<file path="src/rtl/cdc_sync_bus.sv">
// rtl/cdc_sync_bus.sv - multi-channel level synchroniser with stability filter, edge pulses and glitch flags
module cdc_sync_bus #(
  parameter int                  CHANNELS  = 4,
  parameter int                  STAGES    = 2,
  parameter int                  FILTER    = 0,
  parameter logic [CHANNELS-1:0] RESET_VAL = '0
) (
  input  logic                CLK_i,
  input  logic                RST_N_i,
  input  logic [CHANNELS-1:0] ASYNC_i,
  input  logic                CLR_i,
  output logic [CHANNELS-1:0] SYNC_o,
  output logic [CHANNELS-1:0] RISE_o,
  output logic [CHANNELS-1:0] FALL_o,
  output logic [CHANNELS-1:0] GLITCH_o
);

  (* ASYNC_REG = "TRUE" *) logic [CHANNELS-1:0] chain [STAGES];

  // Plain flop chain per bit; stage 0 is the metastability catcher
  always_ff @(posedge CLK_i) begin
    if (!RST_N_i) begin
      for (int k = 0; k < STAGES; k++) chain[k] <= RESET_VAL;
    end else begin
      chain[0] <= ASYNC_i;
      for (int k = 1; k < STAGES; k++) chain[k] <= chain[k-1];
    end
  end

  for (genvar i = 0; i < CHANNELS; i++) begin : g_ch
    logic s;
    logic f_q;
    logic rise_q;
    logic fall_q;
    logic glitch_q;

    assign s = chain[STAGES-1][i];

    if (FILTER <= 1) begin : g_direct
      // No filtering: follow the synchronised level and pulse on every change
      always_ff @(posedge CLK_i) begin
        if (!RST_N_i) begin
          f_q      <= RESET_VAL[i];
          rise_q   <= 1'b0;
          fall_q   <= 1'b0;
          glitch_q <= 1'b0;
        end else begin
          f_q    <= s;
          rise_q <= (s != f_q) & s;
          fall_q <= (s != f_q) & ~s;
          if (CLR_i) glitch_q <= 1'b0;
        end
      end
    end else begin : g_filter
      localparam int CW = $clog2(FILTER + 1);
      logic [CW-1:0] cnt_q;

      // Accept a new level only after FILTER consecutive differing samples; flag abandoned runs
      always_ff @(posedge CLK_i) begin
        if (!RST_N_i) begin
          f_q      <= RESET_VAL[i];
          cnt_q    <= '0;
          rise_q   <= 1'b0;
          fall_q   <= 1'b0;
          glitch_q <= 1'b0;
        end else begin
          rise_q <= 1'b0;
          fall_q <= 1'b0;
          if (s == f_q) begin
            cnt_q <= '0;
          end else if (cnt_q == CW'(FILTER - 1)) begin
            f_q    <= s;
            cnt_q  <= '0;
            rise_q <= s;
            fall_q <= ~s;
          end else begin
            cnt_q <= cnt_q + 1'b1;
          end
          // A new glitch outranks a simultaneous clear
          if ((s == f_q) && (cnt_q != '0)) glitch_q <= 1'b1;
          else if (CLR_i)                  glitch_q <= 1'b0;
        end
      end
    end

    assign SYNC_o[i]   = f_q;
    assign RISE_o[i]   = rise_q;
    assign FALL_o[i]   = fall_q;
    assign GLITCH_o[i] = glitch_q;
  end

endmodule

</file>
<file path="config.mk">
export PLATFORM = sky130hd
export DESIGN_NAME = cdc_sync_bus
export DESIGN_NICKNAME = d
export VERILOG_FILES = /design/src/rtl/cdc_sync_bus.sv
export SDC_FILE = /design/constraint.sdc
export NUM_CORES = 1
export LEC_CHECK = 0
export ABC_AREA = 1
export CAP_MARGIN = 20
export CORE_UTILIZATION = 40
export DETAILED_ROUTE_END_ITERATION = 8
export PLACE_DENSITY = 0.68
export SYNTH_ARGS = -nofsm -noshare
export SYNTH_HDL_FRONTEND = slang
export SYNTH_SLANG_ARGS = --single-unit
</file>
<file path="constraint.sdc">
create_clock -name CLK_i -period 1.7 [get_ports CLK_i]
set_input_delay 0.425 -clock CLK_i [delete_from_list [all_inputs] [get_ports CLK_i]]
set_output_delay 0.425 -clock CLK_i [all_outputs]
set_load 0.02 [all_outputs]
</file>
==> impl_metrics.toml, run 1 <==
[die]
dieArea_um2 = 1949
io-pin-count = 23
fp.coreArea_um2 = 1577
fp.dieH_um = 44.15
initial_core_util_pct = 45.08
rows = 14
fp.dieW_um = 44.15

[worst_setup_path]
arrival_ns = 1.20
critPathTopFamily = "buffers and inverters"
worstPathRequired_ns = 1.27
worstPathCellList = "clkdlybuf4s50_1"
crit_buf_inv = 1
crit_fanout = 1
crit_type = "reg -> out"
slowest_stage = "clkdlybuf4s50_1"
cp-start-kind = "register"
slowest_delay_ns = 0.60
crit_path_end_kind = "primary output"

[timing]
fin_hold_ws_ns = 0.4148
max_freq_ghz = 0.6137
setup_violations = 0
rsz0062_at_grt = "false"
hold_viol_final = 0
fin_crit_ns = 1.630
finalSetupTns_ns = 0
setup_ws_ns = 0.07047
slew_viol_final = 0
period_share_pct = 95.85
fin_skew_ns = 0.006805

[placed_design]
place.gp.congestion = 0.6572
dpl-instance-area_um2 = 768.2
place_ws_ns = 0.2770
numPortBuffers = 17
dpl.cell_count = 94
dp_hpwl_um = 437.1

[drt]
firstDrtPassIters = 5
viasPerCell = 3.786
drc_errors = 0
detail_route.iter0.violations = 2
ant_nets = 0
wirelength_um = 602
avgRoutedWirePerCell_um = 6.143
vias = 371

[run_status]
outcome = "finished, final reports clean"

[cts]
root_buffer = "clkbuf_4"
insertion_delay_ns = 0.29
cts_tree = "done"
htreeDepth = 1
cts-buffers-inserted = 3
cts.clk_slew.worst_paths_ns = 0.10
ctsLongestPathBuffers = 2
cts.sinks = 20

[finish]
drive_gt1_share_pct = 10.98
instances_no_fill = 98
fillers = 150
final_area_um2 = 807.0
fin_util_pct = 51.19
insertedDiodeCount = 0
syn_to_final_growth_pct = 13.56
fin_nets = 90

[power_and_ir_drop]
p_leak_nw = 0.4782
powerDensity_nw_per_um2 = 995.0
finalPower_mw = 0.8030
max-vdd-ir-drop_uv = 555.5

[grt]
grt_pass1_vias = 267
grt_antenna_before_repair = 0
grt_usage_pct = 7.574
grt_first_pass_wirelength_um = 1014
grt_max_degree = 17
overflow = 0

[synthesis]
yosys-top-cells-area = "dfxtp_1 56%, buf_4 17%, nand2_1 7.4%"
yosys.area.top_type = "dfxtp_1"
synth.avg_cell_area_um2 = 9.476
synth_top_area_share_pct = 56.34
yosysSeqAreaShare_pct = 56.34
synth_seq_cells = 20
synthDistinctLibCells = 10
netlist_area_um2 = 710.7
ys_warn_count = 0
synth_cells = 75

[flow_run]
maxCapViolations = 0

[hold_path]
worstHoldPathType = "reg -> reg"
## synthesized netlist by cell type
| cell type | number |
|---|---|
| buf_6 | 1 |
| nand2_1 | 14 |
| dfxtp_1 | 20 |
| buf_4 | 16 |
| conb_1 | 1 |
| nor2_1 | 6 |
| nor2_2 | 2 |
| inv_1 | 12 |
| nand2_4 | 2 |
| buf_12 | 1 |
## worst register-to-register path, cell delays in order, from the launching register on
cell and delay, ns:
dfxtp_1 0.35, nand2_1 0.08, nor2_1 0.09
## repair_timing
action | CTS | global route
buffers inserted | 0 | 0
endpoints found under the setup margin | 2 | 2
hold buffers | 0 | 0
resized for setup | 2 | 2
## final timing paths
| path | from | endpoint | slack, ns | depth (start not counted) |
|---|---|---|---|---|
| worst max-delay path | g_ch[2].rise_q$_SDFF_PN0_ | RISE_o[2] | 0.07 | 1 |
| worst min-delay path | chain[0][6]$_SDFF_PN0_ | g_ch[2].fall_q$_SDFF_PN0_ | 0.41 | 1 |
| worst max register to register | chain[0][4]$_SDFF_PN0_ | g_ch[0].rise_q$_SDFF_PN0_ | 1.13 | 2 |
| worst min register to register | chain[0][6]$_SDFF_PN0_ | g_ch[2].fall_q$_SDFF_PN0_ | 0.41 | 1 |
## state kept, by name, indices dropped and copies added (netlist names)
signal / flops
chain: 8
g_ch.f_q: 4
g_ch.fall_q: 4
g_ch.rise_q: 4
## cells by family (layout without fill, tap and decap cells)
family / Yosys count / count (layout) / synth area share (%)
other: 1 / 4 / 0.5277
and+or+nand+nor: 24 / 24 / 15.49
DFF: 20 / 20 / 56.34
buffers and inverters: 30 / 34 / 27.64
## per-layer routing
metal / share of wire, % / routed length [µm] / vias to the layer above / global-route usage, %
li1: - / - / 206 / -
met1: 46 / 279 / 148 / 7.436
met2: 45 / 272 / 17 / 11.47
met3: 8.5 / 51 / 0 / 4.898
met4: 0 / 0 / 0 / 5.455
met5: 0 / 0 / - / 0
## layout make-up
cell class / instances / area [µm²] / share of cell area, %
sequential: 20 / 400.4 / 49.61
inverter: 12 / 45.04 / 5.581
clock buffer: 4 / 36.28 / 4.496
multi-input combinational: 28 / 125.1 / 15.50
tap: 16 / 20.02 / 2.481
timing repair buffer: 18 / 180.2 / 22.33
## cell usage in the layout (no fill, tap or decap)
cell,instances
clkbuf_8,1
nand2_1,14
dlygate4sd2_1,2
nand2_4,2
nor2_2,2
inv_1,12
dfxtp_1,20
clkbuf_4,3
buf_4,1
dlymetal6s2s_1,2
clkdlybuf4s50_1,13
nor2_1,6
conb_1,4
## report_power, final
| group | switching [mW] | internal, mW |
|---|---|---|
| Combinational | 0.0313 | 0.0258 |
| Clock | 0.126 | 0.130 |
| Sequential | 0.00607 | 0.484 |
| Total | 0.163 | 0.640 |
(Power assumes the default switching activity.)
==> run 2: changes to the inputs <==
--- a/config.mk
+++ b/config.mk
@@ -9,6 +9,7 @@
 export CAP_MARGIN = 20
 export CORE_UTILIZATION = 40
 export DETAILED_ROUTE_END_ITERATION = 8
+export GPL_TIMING_DRIVEN = 0
 export PLACE_DENSITY = 0.68
 export SYNTH_ARGS = -nofsm -noshare
 export SYNTH_HDL_FRONTEND = slang
==> constraint.sdc (replaced) <==
create_clock -name CLK_i -period 1.9 [get_ports CLK_i]
set_input_delay 0.475 -clock CLK_i [delete_from_list [all_inputs] [get_ports CLK_i]]
set_output_delay 0.475 -clock CLK_i [all_outputs]
set_load 0.02 [all_outputs]
==> impl_metrics.toml, run 2 (same netlist as run 1, synthesis figures left out) <==
[grt]
grtUsageMet3_pct = 3.673
grt_usage_pct = 10.12
overflow = 0
grt_first_pass_wirelength_um = 1373
grt_antenna_before_repair = 0
grt_pass1_vias = 357
use_met2_pct = 15.59
use_met1_pct = 10.74
grt_max_degree = 12
grt_busiest_layer = "met2"

[finish]
final_common_cell = "dfxtp_1"
final_cell_mix = "18 x dfxtp_1, 17 x buf_4, 14 x nand2_1, 13 x clkdlybuf4s50_1, 12 x inv_1"
syn_to_final_growth_pct = 32.75
largest_reg_flops = 8
insertedDiodeCount = 0
top_register = "chain"
fin_nets = 106
drive_gt1_share_pct = 29.59

[placed_design]
numPortBuffers = 16
dp_hpwl_um = 588.4
place.gp.congestion = 0.6223

[timing]
slew_viol_final = 0
max_freq_ghz = 0.5492
finalSetupTns_ns = 0
fin_skew_ns = 0.002932
fin_crit_ns = 1.821
hold_viol_final = 0
setup_violations = 0
period_share_pct = 95.82
rsz0062_at_grt = "false"

[drt]
firstDrtPassIters = 5
drc_errors = 0
avgRoutedWirePerCell_um = 6.825
vias = 425
detail_route.iter0.violations = 6
viasPerCell = 3.728
ant_nets = 0
wirelength_um = 778

[power_and_ir_drop]
intPower_mw = 0.5884
max-vdd-ir-drop_uv = 466.5
finalPower_mw = 0.7431
power_frac_comb_pct = 9.5
p_sw_share_pct = 20.83
p_clk_share_pct = 31.5
powerDensity_nw_per_um2 = 787.7
p_leak_nw = 0.5655
p_seq_share_pct = 59.0
switching_power_mw = 0.1548

[worst_setup_path]
crit_fanout = 3
r2r-start = "g_ch[3].f_q$_SDFF_PN0_"
crit_type = "reg -> out"
ff2ff_path_depth = 2
r2r_setup_slack_ns = 1.34
reg2reg_to = "g_ch[3].fall_q$_SDFF_PN0_"
worstPathRequired_ns = 1.42
arrival_ns = 1.35
crit_path_end_kind = "primary output"
cp-start-kind = "register"

[cts]
cts_tree = "done"
ctsLongestPathBuffers = 2
cts.clk_slew.worst_paths_ns = 0.10
cts.sinks = 20
cts_resized = 0
insertion_delay_ns = 0.29
ctsHoldBuffers = 0
htreeDepth = 1
cts_setup_buffers = 0
cts-buffers-inserted = 3
root_buffer = "clkbuf_4"

[die]
fp.coreArea_um2 = 1577
rows = 14
fp.dieW_um = 44.15
dieArea_um2 = 1949
fp.dieH_um = 44.15
initial_core_util_pct = 45.08
io-pin-count = 23

[hold_path]
worstHoldPathType = "reg -> reg"
holdPathStages = 1
whs_endpoint = "g_ch[2].fall_q$_SDFF_PN0_"
hp-start = "chain[0][6]$_SDFF_PN0_"

[flow_run]
maxCapViolations = 0

[run_status]
outcome = "finished, final reports clean"
## run 2: cell types whose count changed in the layout (fill, tap and decap cells not counted)
cell           delta
dlygate4sd2_1     -2
dfxtp_1           -2
buf_6             +1
dfxtp_2           +2
buf_12            +1
buf_4            +16
## run 2: worst max path at each step
| stage | start | endpoint | slack (ns) | cells past startpoint |
|---|---|---|---|---|
| CTS | g_ch[0].f_q$_SDFF_PN0_ | SYNC_o[0] | 0.0004 | 2 |
| global route | g_ch[0].f_q$_SDFF_PN0_ | SYNC_o[0] | 0.005 | 2 |
| floorplan | g_ch[0].f_q$_SDFF_PN0_ | SYNC_o[0] | 0.91 | 1 |
| finish | g_ch[0].f_q$_SDFF_PN0_ | SYNC_o[0] | 0.08 | 2 |
| global placement | g_ch[1].f_q$_SDFF_PN0_ | SYNC_o[1] | 0.35 | 2 |
| detailed placement | g_ch[0].f_q$_SDFF_PN0_ | SYNC_o[0] | 0.34 | 2 |
## run 2: area by class of cell
cell class	instances	area, µm²
Clock buffer	4	36.28
Sequential cell	20	402.9
Tap cell	16	20.02
Inverter	12	45.04
Buffer	18	151.4
Fill cell	148	633.1
Multi-Input combinational cell	28	125.1
Timing Repair Buffer	16	162.7
## run 2: power groups by stage
stage,clock [mW],combinational (mW),sequential [mW]
after global placement,0,0.0702,0.448
after CTS,0.246,0.0714,0.439
after detailed placement,0,0.0713,0.448
final,0.234,0.0703,0.439
after floorplan,0,0.0493,0.447
after global routing,0.266,0.0762,0.441
## run 2: layer usage
metal	wire (µm)	vias up
met1	329	172
li1	-	238
met4	0	0
met5	0	-
met3	45	0
met2	404	15
## run 2: worst max-delay path, cell delays in order (launching register included)
cell and delay, ns:
dfxtp_2 0.37, buf_4 0.11, clkdlybuf4s50_1 0.58
## run 2: per-stage QoR
stage	setup slack [ns]	utilization (%)	area, µm²	instances	hold slack [ns]
final	0.07933	59.84	943.4	114	0.4164
after global routing	0.005254	59.84	943.4	114	0.4078
after CTS	0.0003810	59.52	938.4	114	0.4176
after detailed placement	0.3397	57.22	902.1	110	0.3990
after global placement	0.3480	57.22	902.1	110	0.3916
after floorplan	0.9078	-	721.9	78	0.3864
